--- src/rtl/sdram_port_arbiter_if.sv ---
// sdram_port_arbiter_if
//   Bundles the three-master request side and the single controller side of
//   the SDRAM port arbiter.
//   master modport : the environment (audio/gfx/loader masters and the SDRAM
//                    controller) - drives requests, strobes, addresses, write
//                    data and the controller's wait/ack/read data.
//   slave modport  : the arbiter - drives per-master wait/ack, broadcast read
//                    data and the muxed command towards the controller.
interface sdram_port_arbiter_if #(
    parameter int ADDR_W = 25,
    parameter int DATA_W = 16
);
    // master side (index 0 = audio, 1 = gfx, 2 = loader)
    logic [2:0]        m_req;
    logic [2:0]        m_rd;
    logic [2:0]        m_wr;
    logic [ADDR_W-1:0] m_addr0;
    logic [ADDR_W-1:0] m_addr1;
    logic [ADDR_W-1:0] m_addr2;
    logic [DATA_W-1:0] m_wdata2;
    logic [2:0]        m_wait;
    logic [2:0]        m_ac;
    logic [DATA_W-1:0] m_rdata;

    // controller side
    logic              ctl_rd;
    logic              ctl_wr;
    logic [ADDR_W-1:0] ctl_addr;
    logic [DATA_W-1:0] ctl_wdata;
    logic              ctl_wait;
    logic              ctl_ac;
    logic [DATA_W-1:0] ctl_rdata;

    modport master (
        output m_req, m_rd, m_wr, m_addr0, m_addr1, m_addr2, m_wdata2,
        input  m_wait, m_ac, m_rdata,
        input  ctl_rd, ctl_wr, ctl_addr, ctl_wdata,
        output ctl_wait, ctl_ac, ctl_rdata
    );

    modport slave (
        input  m_req, m_rd, m_wr, m_addr0, m_addr1, m_addr2, m_wdata2,
        output m_wait, m_ac, m_rdata,
        output ctl_rd, ctl_wr, ctl_addr, ctl_wdata,
        input  ctl_wait, ctl_ac, ctl_rdata
    );
endinterface

--- src/rtl/sdram_port_arbiter.sv ---
// sdram_port_arbiter
//   Shares the single-word SDRAM controller port between the audio FIFO
//   refill (master 0, fixed top priority), the graphics frame reader
//   (master 1) and the SD-card loader (master 2). Gfx and loader alternate
//   round-robin. A non-audio owner that keeps audio waiting for MAX_HOLD
//   cycles is preempted at its next idle word boundary.
// Ports
//   Clk50      : system clock, posedge
//   reset      : synchronous, active-high
//   bus        : sdram_port_arbiter_if.slave - master requests/strobes and
//                per-master wait/ack, plus the command port to the controller
//   owner      : current owner 0..2, 3 = none
//   starve_cnt : saturating count of forced preemptions
module sdram_port_arbiter #(
    parameter int ADDR_W   = 25,
    parameter int DATA_W   = 16,
    parameter int MAX_HOLD = 256
) (
    input  logic                 Clk50,
    input  logic                 reset,
    sdram_port_arbiter_if.slave  bus,
    output logic [1:0]           owner,
    output logic [7:0]           starve_cnt
);
    localparam int          HOLD_W    = $clog2(MAX_HOLD + 1);
    localparam logic [1:0]  NO_OWNER  = 2'd3;
    localparam logic [HOLD_W-1:0] HOLD_LIMIT = HOLD_W'(MAX_HOLD);

    typedef enum logic [1:0] {
        IDLE = 2'd0,
        OWN  = 2'd1,
        GAP  = 2'd2
    } state_t;

    state_t            state;
    logic [HOLD_W-1:0] hold_cnt;
    logic              rr_loader;   // 0: gfx favoured next, 1: loader favoured next

    logic [2:0]        own_sel;
    logic              own_req;
    logic              own_rd;
    logic              own_wr;
    logic              rr_hit;
    logic [1:0]        rr_master;
    logic [1:0]        rr_other;
    logic              preempt;

    // owner is NO_OWNER outside OWN, so own_sel is all-zero in IDLE/GAP and
    // every master then sees wait=1 and no ack.
    always_comb begin
        own_sel   = 3'b000;
        own_sel[0] = (owner == 2'd0);
        own_sel[1] = (owner == 2'd1);
        own_sel[2] = (owner == 2'd2);

        own_req   = |(own_sel & bus.m_req);
        own_rd    = |(own_sel & bus.m_rd);
        own_wr    = |(own_sel & bus.m_wr);

        rr_master = rr_loader ? 2'd2 : 2'd1;
        rr_other  = rr_loader ? 2'd1 : 2'd2;
        rr_hit    = rr_loader ? bus.m_req[2] : bus.m_req[1];

        // Only at a word boundary: the owner's strobes are both low, so no
        // command is in flight and no ack can be misrouted.
        preempt   = (owner != 2'd0) && bus.m_req[0] && (hold_cnt == HOLD_LIMIT)
                    && !own_rd && !own_wr;
    end

    always_comb begin
        bus.m_wait    = ~own_sel | {3{bus.ctl_wait}};
        bus.m_ac      = own_sel & {3{bus.ctl_ac}};
        bus.m_rdata   = bus.ctl_rdata;
        bus.ctl_rd    = own_rd;
        // rd together with wr is illegal; the write is dropped
        bus.ctl_wr    = own_wr & ~own_rd;
        bus.ctl_addr  = '0;
        if (own_sel[0]) begin
            bus.ctl_addr = bus.m_addr0;
        end else if (own_sel[1]) begin
            bus.ctl_addr = bus.m_addr1;
        end else if (own_sel[2]) begin
            bus.ctl_addr = bus.m_addr2;
        end
        bus.ctl_wdata = own_sel[2] ? bus.m_wdata2 : '0;
    end

    always_ff @(posedge Clk50) begin
        if (reset) begin
            state      <= IDLE;
            owner      <= NO_OWNER;
            hold_cnt   <= '0;
            rr_loader  <= 1'b0;
            starve_cnt <= 8'd0;
        end else begin
            case (state)
                IDLE: begin
                    if ((|bus.m_req) && !bus.ctl_wait) begin
                        state    <= OWN;
                        hold_cnt <= '0;
                        if (bus.m_req[0]) begin
                            owner <= 2'd0;
                        end else if (rr_hit) begin
                            owner <= rr_master;
                        end else begin
                            owner <= rr_other;
                        end
                    end
                end
                OWN: begin
                    if (!own_req) begin
                        // released (even with a strobe still up)
                        state <= GAP;
                        owner <= NO_OWNER;
                        if (owner != 2'd0) begin
                            rr_loader <= ~rr_loader;
                        end
                    end else if (preempt) begin
                        // hand straight to audio; round-robin order untouched
                        owner    <= 2'd0;
                        hold_cnt <= '0;
                        if (starve_cnt != 8'hFF) begin
                            starve_cnt <= starve_cnt + 8'd1;
                        end
                    end else if ((owner != 2'd0) && bus.m_req[0] && (hold_cnt != HOLD_LIMIT)) begin
                        hold_cnt <= hold_cnt + HOLD_W'(1);
                    end
                end
                GAP: begin
                    state <= IDLE;
                end
                default: begin
                    state <= IDLE;
                    owner <= NO_OWNER;
                end
            endcase
        end
    end
endmodule

--- src/flat_wrapper.sv ---
// flat-port wrapper written by rule: the top's interface ports become plain ports
module sdram_port_arbiter_flat 
#(
    parameter int ADDR_W   = 25,
    parameter int DATA_W   = 16,
    parameter int MAX_HOLD = 256
)
  (Clk50, reset, owner, starve_cnt, bus_m_req, bus_m_rd, bus_m_wr, bus_m_addr0, bus_m_addr1, bus_m_addr2, bus_m_wdata2, bus_m_wait, bus_m_ac, bus_m_rdata, bus_ctl_rd, bus_ctl_wr, bus_ctl_addr, bus_ctl_wdata, bus_ctl_wait, bus_ctl_ac, bus_ctl_rdata);
  sdram_port_arbiter_if #(.ADDR_W(ADDR_W), .DATA_W(DATA_W)) bus_i ();
  input  logic Clk50;
  input  logic reset;
  output logic [1:0] owner;
  output logic [7:0] starve_cnt;
  input wire logic [$bits(bus_i.m_req)-1:0] bus_m_req;
  input wire logic [$bits(bus_i.m_rd)-1:0] bus_m_rd;
  input wire logic [$bits(bus_i.m_wr)-1:0] bus_m_wr;
  input wire logic [$bits(bus_i.m_addr0)-1:0] bus_m_addr0;
  input wire logic [$bits(bus_i.m_addr1)-1:0] bus_m_addr1;
  input wire logic [$bits(bus_i.m_addr2)-1:0] bus_m_addr2;
  input wire logic [$bits(bus_i.m_wdata2)-1:0] bus_m_wdata2;
  output wire logic [$bits(bus_i.m_wait)-1:0] bus_m_wait;
  output wire logic [$bits(bus_i.m_ac)-1:0] bus_m_ac;
  output wire logic [$bits(bus_i.m_rdata)-1:0] bus_m_rdata;
  output wire logic [$bits(bus_i.ctl_rd)-1:0] bus_ctl_rd;
  output wire logic [$bits(bus_i.ctl_wr)-1:0] bus_ctl_wr;
  output wire logic [$bits(bus_i.ctl_addr)-1:0] bus_ctl_addr;
  output wire logic [$bits(bus_i.ctl_wdata)-1:0] bus_ctl_wdata;
  input wire logic [$bits(bus_i.ctl_wait)-1:0] bus_ctl_wait;
  input wire logic [$bits(bus_i.ctl_ac)-1:0] bus_ctl_ac;
  input wire logic [$bits(bus_i.ctl_rdata)-1:0] bus_ctl_rdata;
  assign bus_i.m_req = bus_m_req;
  assign bus_i.m_rd = bus_m_rd;
  assign bus_i.m_wr = bus_m_wr;
  assign bus_i.m_addr0 = bus_m_addr0;
  assign bus_i.m_addr1 = bus_m_addr1;
  assign bus_i.m_addr2 = bus_m_addr2;
  assign bus_i.m_wdata2 = bus_m_wdata2;
  assign bus_m_wait = bus_i.m_wait;
  assign bus_m_ac = bus_i.m_ac;
  assign bus_m_rdata = bus_i.m_rdata;
  assign bus_ctl_rd = bus_i.ctl_rd;
  assign bus_ctl_wr = bus_i.ctl_wr;
  assign bus_ctl_addr = bus_i.ctl_addr;
  assign bus_ctl_wdata = bus_i.ctl_wdata;
  assign bus_i.ctl_wait = bus_ctl_wait;
  assign bus_i.ctl_ac = bus_ctl_ac;
  assign bus_i.ctl_rdata = bus_ctl_rdata;
  sdram_port_arbiter #(.ADDR_W(ADDR_W), .DATA_W(DATA_W), .MAX_HOLD(MAX_HOLD)) u_core (.Clk50(Clk50), .reset(reset), .bus(bus_i), .owner(owner), .starve_cnt(starve_cnt));
endmodule
--- config.mk ---
export PLATFORM = sky130hd
export DESIGN_NAME = sdram_port_arbiter_flat
export DESIGN_NICKNAME = d
export VERILOG_FILES = /design/src/rtl/sdram_port_arbiter_if.sv /design/src/rtl/sdram_port_arbiter.sv /design/src/flat_wrapper.sv
export SDC_FILE = /design/constraint.sdc
export NUM_CORES = 1
export LEC_CHECK = 0
export CORE_UTILIZATION = 33
export CTS_CLUSTER_SIZE = 40
export DETAILED_ROUTE_END_ITERATION = 7
export GPL_ROUTABILITY_DRIVEN = 0
export PLACE_DENSITY = 0.87
export SLEW_MARGIN = 40
export SYNTH_ARGS = -nofsm -noshare
export SYNTH_HDL_FRONTEND = slang
export SYNTH_SLANG_ARGS = --single-unit
--- constraint.sdc ---
create_clock -name Clk50 -period 4.2 [get_ports Clk50]
set_input_delay 0.63 -clock Clk50 [delete_from_list [all_inputs] [get_ports Clk50]]
set_output_delay 0.63 -clock Clk50 [all_outputs]
set_load 0.01 [all_outputs]
==> summary.txt, run 1 <==
STA
  • Total negative slack: 0 ps
  • Setup Viol. Count Final: 0
  • Tmin final: 3030 ps
  • Skew final: 1.54 ps
  • Unrepaired setup endpoints after global routing: no
  • Fmax: 0.330 GHz
  • Final Max Slew Viols: 0
  • Slew @ Worst Pin: 712 ps
  • Period Utilization, post-route: 0.721
  • Max_slew headroom: 0.526
  • Fin. Hold Viols: 0

Die
  • Core Box Area: 5990 sq um
  • Vert. Die Dim: 81.1 um
  • # IOs: 195
  • Die area: 6580 sq um
  • Row cnt: 28
  • Chip Width: 81.1 um
  • Starting Density: 0.345

Drt
  • Antenna-violating nets left: 0
  • DR pass1 iterations: 4
  • 1st-iter DRT viols: 206
  • DR WL/cell: 16.5 um
  • Routed WL: 8000 um
  • Via count: 2,518
  • DR vias/cell: 5.19
  • Residual DRC count: 0

Critical path
  • Worst path slowest cell: clkdlybuf4s50_1
  • Worst Path Arrival: 2400 ps
  • R2R depth: 6
  • CP Capture Type: output pin
  • Critical path, cell by cell: buf_4 > nor2b_4 > buf_16 > nand2_1 > o21ai_0 > clkdlybuf4s50_1
  • Element type at the critical path start: flop
  • Crit Path Category: flop to output pin
  • CP max stage delay: 570 ps
  • Crit path max fanout: 36
  • Crit path required time: 3570 ps

Layout
  • Post-route cell area: 3670 sq um
  • Layout cell share with drive strength beyond 1: 0.0366
  • # nets final: 534
  • Area grow syn2layout: 77.4%
  • N_diodes: 0

Run
  • Max cap viols: 0

Synth
  • Top_reg_cell synth: dfxtp_1
  • Syn_area_per_cell: 7.52 sq um
  • Synth cell count leaders: o21ai_0, nand2_1, mux2i_1
  • Yosys reg bits: 22
  • Top-area cell type share of the netlist area: 0.213
  • Post-Syn Instances: 275
  • Synth top area cells: dfxtp_1, mux2i_1, o21ai_0
  • Post-synth EDFFs: 0
  • Register area share after synthesis: 0.213
  • Most frequent cell after synthesis: o21ai_0
  • Post-Syn Area: 2070 sq um
  • Post-synth top area cell: dfxtp_1
  • Asr flop ratio synth: 0
  • Ys Warns: 0
  • Distinct cell type count after synthesis: 47
  • Total nets after synthesis: 398

Global routing
  • Largest net degree at the start of global routing: 37
  • First-pass GRT wire length: 11,800 um
  • Vias in the first global route: 2,418
  • Total grt overflow: 0
  • Initial antenna violation count: 0
  • All-Layer GR Usage: 0.232

Placed design
  • Hpwl dp: 6440 um
  • DP Area: 3610 sq um
  • Buffers added on ports: 162

Worst hold path
  • Hold path depth: 2
  • Worst min path class: flop to flop

Clock network
  • CTS H-Tree Depth: 1
  • CTS tree: yes
  • Clock Sinks: 22
  • Post-CTS Setup Bufs: 0
  • Clock Tree Root: clkbuf_8
  • Clock Path Buffers: 2
  • Later-pin clock latency in the skew report: 260 ps
  • Post-CTS Resized: 0
  • CTS buffer count: 3
  • Clk pin slew, worst setup/hold paths: 80 ps
  • Hold buffers post-CTS: 0

Power and ir drop
  • Pwr/cell area: 215 nW/um^2
  • Peak VDD IR: 0.000122 V
  • Leak pwr: 0.00146 uW

Outcome
  • Status: finished, final reports clean
-- where the power goes --
| group | internal, uW | switching [uW] |
|---|---|---|
| sequential | 214 | 15.3 |
| combinational | 243 | 163 |
| clock | 83.5 | 68.7 |
-- cell usage in the layout (no fill, tap or decap), types with 2 or more instances in the layout --
cell type	instances
nor2_1	8
mux2i_1	28
a211o_1	2
nand2_1	31
dfxtp_1	21
ha_1	3
buf_4	2
clkbuf_8	4
or2_2	2
nor4_1	4
nor3_1	9
inv_1	8
o21ai_0	33
a21oi_1	7
or4_1	5
nor2b_1	4
and2_1	21
clkdlybuf4s50_1	162
nand4_1	2
and3_1	4
nor3b_1	2
a21o_1	2
or3_1	5
o21a_1	2
o2bb2ai_1	4
nand3_1	6
nand2b_1	2
a221o_1	4
o31ai_1	5
-- logic make-up after synthesis --
kind of cell / Yosys count / synth area share
XOR/XNOR: 1 / 0.00424
flip-flops: 22 / 0.213
adder cells (fa/ha/maj): 3 / 0.0182
multiplexers: 29 / 0.141
AND/OR/NAND/NOR: 110 / 0.293
buffers and inverters: 42 / 0.118
AO/OA/AOI/OAI: 68 / 0.212
-- metrics by stage --
stage               instances  setup slack (ps)  hold slack (ps)   util  power (uW)
global placement          480              1250              486  0.598         626
finish                    485              1170              511  0.612         787
global route              485              1010              535  0.612         830
detailed placement        481              1120              497  0.603         638
floorplan                 275              1930              470      -         414
CTS                       485              1160              508  0.612         792
-- worst max-delay path, delay by kind of cell (launching register included) --
kind / cells / cell delay (ps)
simple gates: 2 / 620
flops: 1 / 310
compound gates: 1 / 90
buf+inv: 3 / 1110
-- worst paths after layout --
check | start | to | slack [ps]
worst min-delay path | u_core.starve_cnt[7] | u_core.starve_cnt[7] | 510
worst min register to register | u_core.starve_cnt[7] | u_core.starve_cnt[7] | 510
worst max-delay path | u_core.owner[1] | bus_ctl_addr[12] | 1170
worst max register to register | u_core.owner[0] | u_core.starve_cnt[5] | 1230
-- metal layers --
| layer | global-route usage | wire [um] | vias to the layer above |
|---|---|---|---|
| met5 | 0 | 0 | - |
| met4 | 0.0554 | 100 | 0 |
| met2 | 0.423 | 4110 | 102 |
| met3 | 0.0652 | 680 | 6 |
| met1 | 0.266 | 3100 | 1163 |
| li1 | - | - | 1247 |
-- sequential cells by signal, summed over array words and instances, names as in the netlist --
signal / count
u_core.owner: 2
u_core.state: 2
u_core.starve_cnt: 8
u_core.hold_cnt: 9
u_core.rr_loader: 1
-- area by class of cell --
cell class	instances	area (sq um)
sequential	22	442
clock buffer	4	55.1
timing repair buffer	165	1660
inverter	8	30.0
tap	75	93.8
fill	551	2320
multi-input combinational	211	1380
No activity file was read; power rests on OpenSTA's default activity.
==> run 2, diff against run 1 <==
--- a/config.mk
+++ b/config.mk
@@ -5,11 +5,11 @@
 export SDC_FILE = /design/constraint.sdc
 export NUM_CORES = 1
 export LEC_CHECK = 0
-export CORE_UTILIZATION = 33
+export CORE_UTILIZATION = 31
 export CTS_CLUSTER_SIZE = 40
 export DETAILED_ROUTE_END_ITERATION = 7
 export GPL_ROUTABILITY_DRIVEN = 0
-export PLACE_DENSITY = 0.87
+export PLACE_DENSITY = 0.82
 export SLEW_MARGIN = 40
 export SYNTH_ARGS = -nofsm -noshare
 export SYNTH_HDL_FRONTEND = slang
==> constraint.sdc (replaced) <==
create_clock -name Clk50 -period 3.2 [get_ports Clk50]
set_input_delay 0.48 -clock Clk50 [delete_from_list [all_inputs] [get_ports Clk50]]
set_output_delay 0.48 -clock Clk50 [all_outputs]
set_load 0.01 [all_outputs]
==> summary.txt, run 2 (synthesis gave the netlist of run 1 again) <==
Clock network
  • CTS H-Tree Depth: 1 (unchanged)
  • Clk pin slew, worst setup/hold paths: 80 ps (about the same)
  • Post-CTS Resized: 0 (unchanged)
  • Post-CTS Setup Bufs: 0 (unchanged)
  • Clock Sinks: 22 (unchanged)
  • Clock Path Buffers: 2 (unchanged)
  • CTS buffer count: 3 (unchanged)
  • Later-pin clock latency in the skew report: 260 ps (about the same)
  • Hold buffers post-CTS: 0 (unchanged)
  • CTS tree: yes
  • Clock Tree Root: clkbuf_8

Layout
  • Post-route cell area: 3670 sq um (+0.14%)
  • Regs by FF count: u_core.hold_cnt (9), u_core.starve_cnt (8)
  • Most frequent cells in the layout: clkdlybuf4s50_1, o21ai_0, nand2_1
  • N_diodes: 0 (unchanged)
  • Top register by number of flip-flops: u_core.hold_cnt
  • Layout cell share with drive strength beyond 1: 0.0436 (+0.00700)
  • Commonest non-fill, non-tap cell in the layout: clkdlybuf4s50_1
  • # nets final: 537 (+0.56%)
  • Largest register FFs: 9 (unchanged)
  • Area grow syn2layout: 77.7%

STA
  • Unrepaired setup endpoints after global routing: no
  • Fmax: 0.384 GHz
  • Final worst setup slack: 593 ps (-578 ps)
  • Max_slew headroom: 0.573 (+0.0469)
  • Slew @ Worst Pin: 641 ps (-70.4 ps)
  • Total negative slack: 0 ps (unchanged)
  • Setup Viol. Count Final: 0 (unchanged)
  • Tmin final: 2610 ps
  • Final hold slack: 510 ps (-1.79 ps)
  • Skew final: 3.48 ps (+1.94 ps)
  • Period Utilization, post-route: 0.815
  • Fin. Hold Viols: 0 (unchanged)
  • Final Max Slew Viols: 0 (unchanged)

Critical path
  • Crit path required time: 2720 ps (-850 ps)
  • CP Capture Type: output pin
  • Crit Path Category: flop to output pin
  • Crit path max fanout: 44 (+22%)
  • CP max stage delay: 580 ps (about the same)
  • Element type at the critical path start: flop
  • Worst path slowest cell: clkdlybuf4s50_1
  • Critical path, cell by cell: nor2b_4 > buf_4 > nand2_1 > o21ai_0 > clkdlybuf4s50_1
  • Worst Path Arrival: 2130 ps (-270 ps)

Global routing
  • Total grt overflow: 0 (unchanged)
  • Largest net degree at the start of global routing: 45 (+22%)
  • Vias in the first global route: 2,429 (+0.45%)
  • First-pass GRT wire length: 12,600 um (+6.7%)
  • Initial antenna violation count: 0 (unchanged)
  • All-Layer GR Usage: 0.227 (-0.00523)

Drt
  • Antenna-violating nets left: 0 (unchanged)
  • Via count: 2,551 (+1.3%)
  • DR vias/cell: 5.21 (+0.28%)
  • DR WL/cell: 16.8 um (+1.8%)
  • 1st-iter DRT viols: 113 (-45%)
  • Residual DRC count: 0 (unchanged)
  • Routed WL: 8220 um (+2.8%)
  • DR pass1 iterations: 5 (+1)

Placed design
  • Post-Place Worst Slack: 408 ps (-715 ps)
  • Buffers added on ports: 162 (unchanged)
  • DP Area: 3620 sq um (+0.14%)
  • Hpwl dp: 6630 um (+3.0%)

Die
  • Row cnt: 29 (+3.6%)
  • Die area: 7000 sq um (+6.3%)
  • Starting Density: 0.324 (-0.0214)
  • # IOs: 195 (unchanged)
  • Core Box Area: 6390 sq um (+6.6%)
  • Chip Width: 83.7 um (+3.1%)
  • Vert. Die Dim: 83.7 um (+3.1%)

Run
  • Max cap viols: 0 (unchanged)

Power and ir drop
  • Pwr/cell area: 281 nW/um^2 (+31%)
  • Peak VDD IR: 0.000168 V (+38%)
  • Power Total: 1030 uW (+31%)
  • Leak pwr: 0.00146 uW (+0.47%)

Outcome
  • Status: finished, final reports clean

Worst hold path
  • Worst min path class: flop to flop
## run 2: changes by cell type in the layout (fill, tap and decap cells not counted)
cell	delta
buf_16	-1
buf_4	+4
## run 2: worst paths after layout
kind,startpoint,end,slack [ps],depth (start not counted)
worst max-delay path,u_core.owner[0],bus_ctl_addr[8],590,5
worst min-delay path,u_core.hold_cnt[1],u_core.hold_cnt[1],510,1
worst max register to register,u_core.owner[0],u_core.starve_cnt[5],680,6
worst min register to register,u_core.hold_cnt[1],u_core.hold_cnt[1],510,1
## run 2: layer usage
| metal | track usage | part of all wire | vias up |
|---|---|---|---|
| li1 | - | - | 1251 |
| met1 | 0.261 | 0.39 | 1168 |
| met2 | 0.400 | 0.50 | 118 |
| met3 | 0.0732 | 0.085 | 14 |
| met4 | 0.0663 | 0.021 | 0 |
| met5 | 0 | 0 | - |
## run 2: final cells by class
type                    count  area [sq um]
clock buffers               4          55.1
fillers                   598          2710
inverters                   8          30.0
multi-input cells         211          1380
flip-flops and latches     22           442
well taps                  77          96.3
repair buffers            168          1670
## run 2: power breakdown
| part | switching [uW] | internal [uW] | total [uW] |
|---|---|---|---|
| Combinational | 224 | 315 | 539 |
| Clock | 89.3 | 110 | 199 |
| Sequential | 11.8 | 281 | 293 |
| Total | 325 | 706 | 1030 |
## run 2: worst max-delay path, delay by kind of cell (launching register included)
family / cells / cell delay [ps]
flops: 1 / 400
compound gates: 1 / 100
simple gates: 2 / 370
buf+inv: 2 / 980
## run 2: through the flow
step                      cells   util
after floorplan             275      -
after global placement      486  0.566
after detailed placement    486  0.566
after CTS                   490  0.575
after global routing        490  0.575
final                       490  0.575
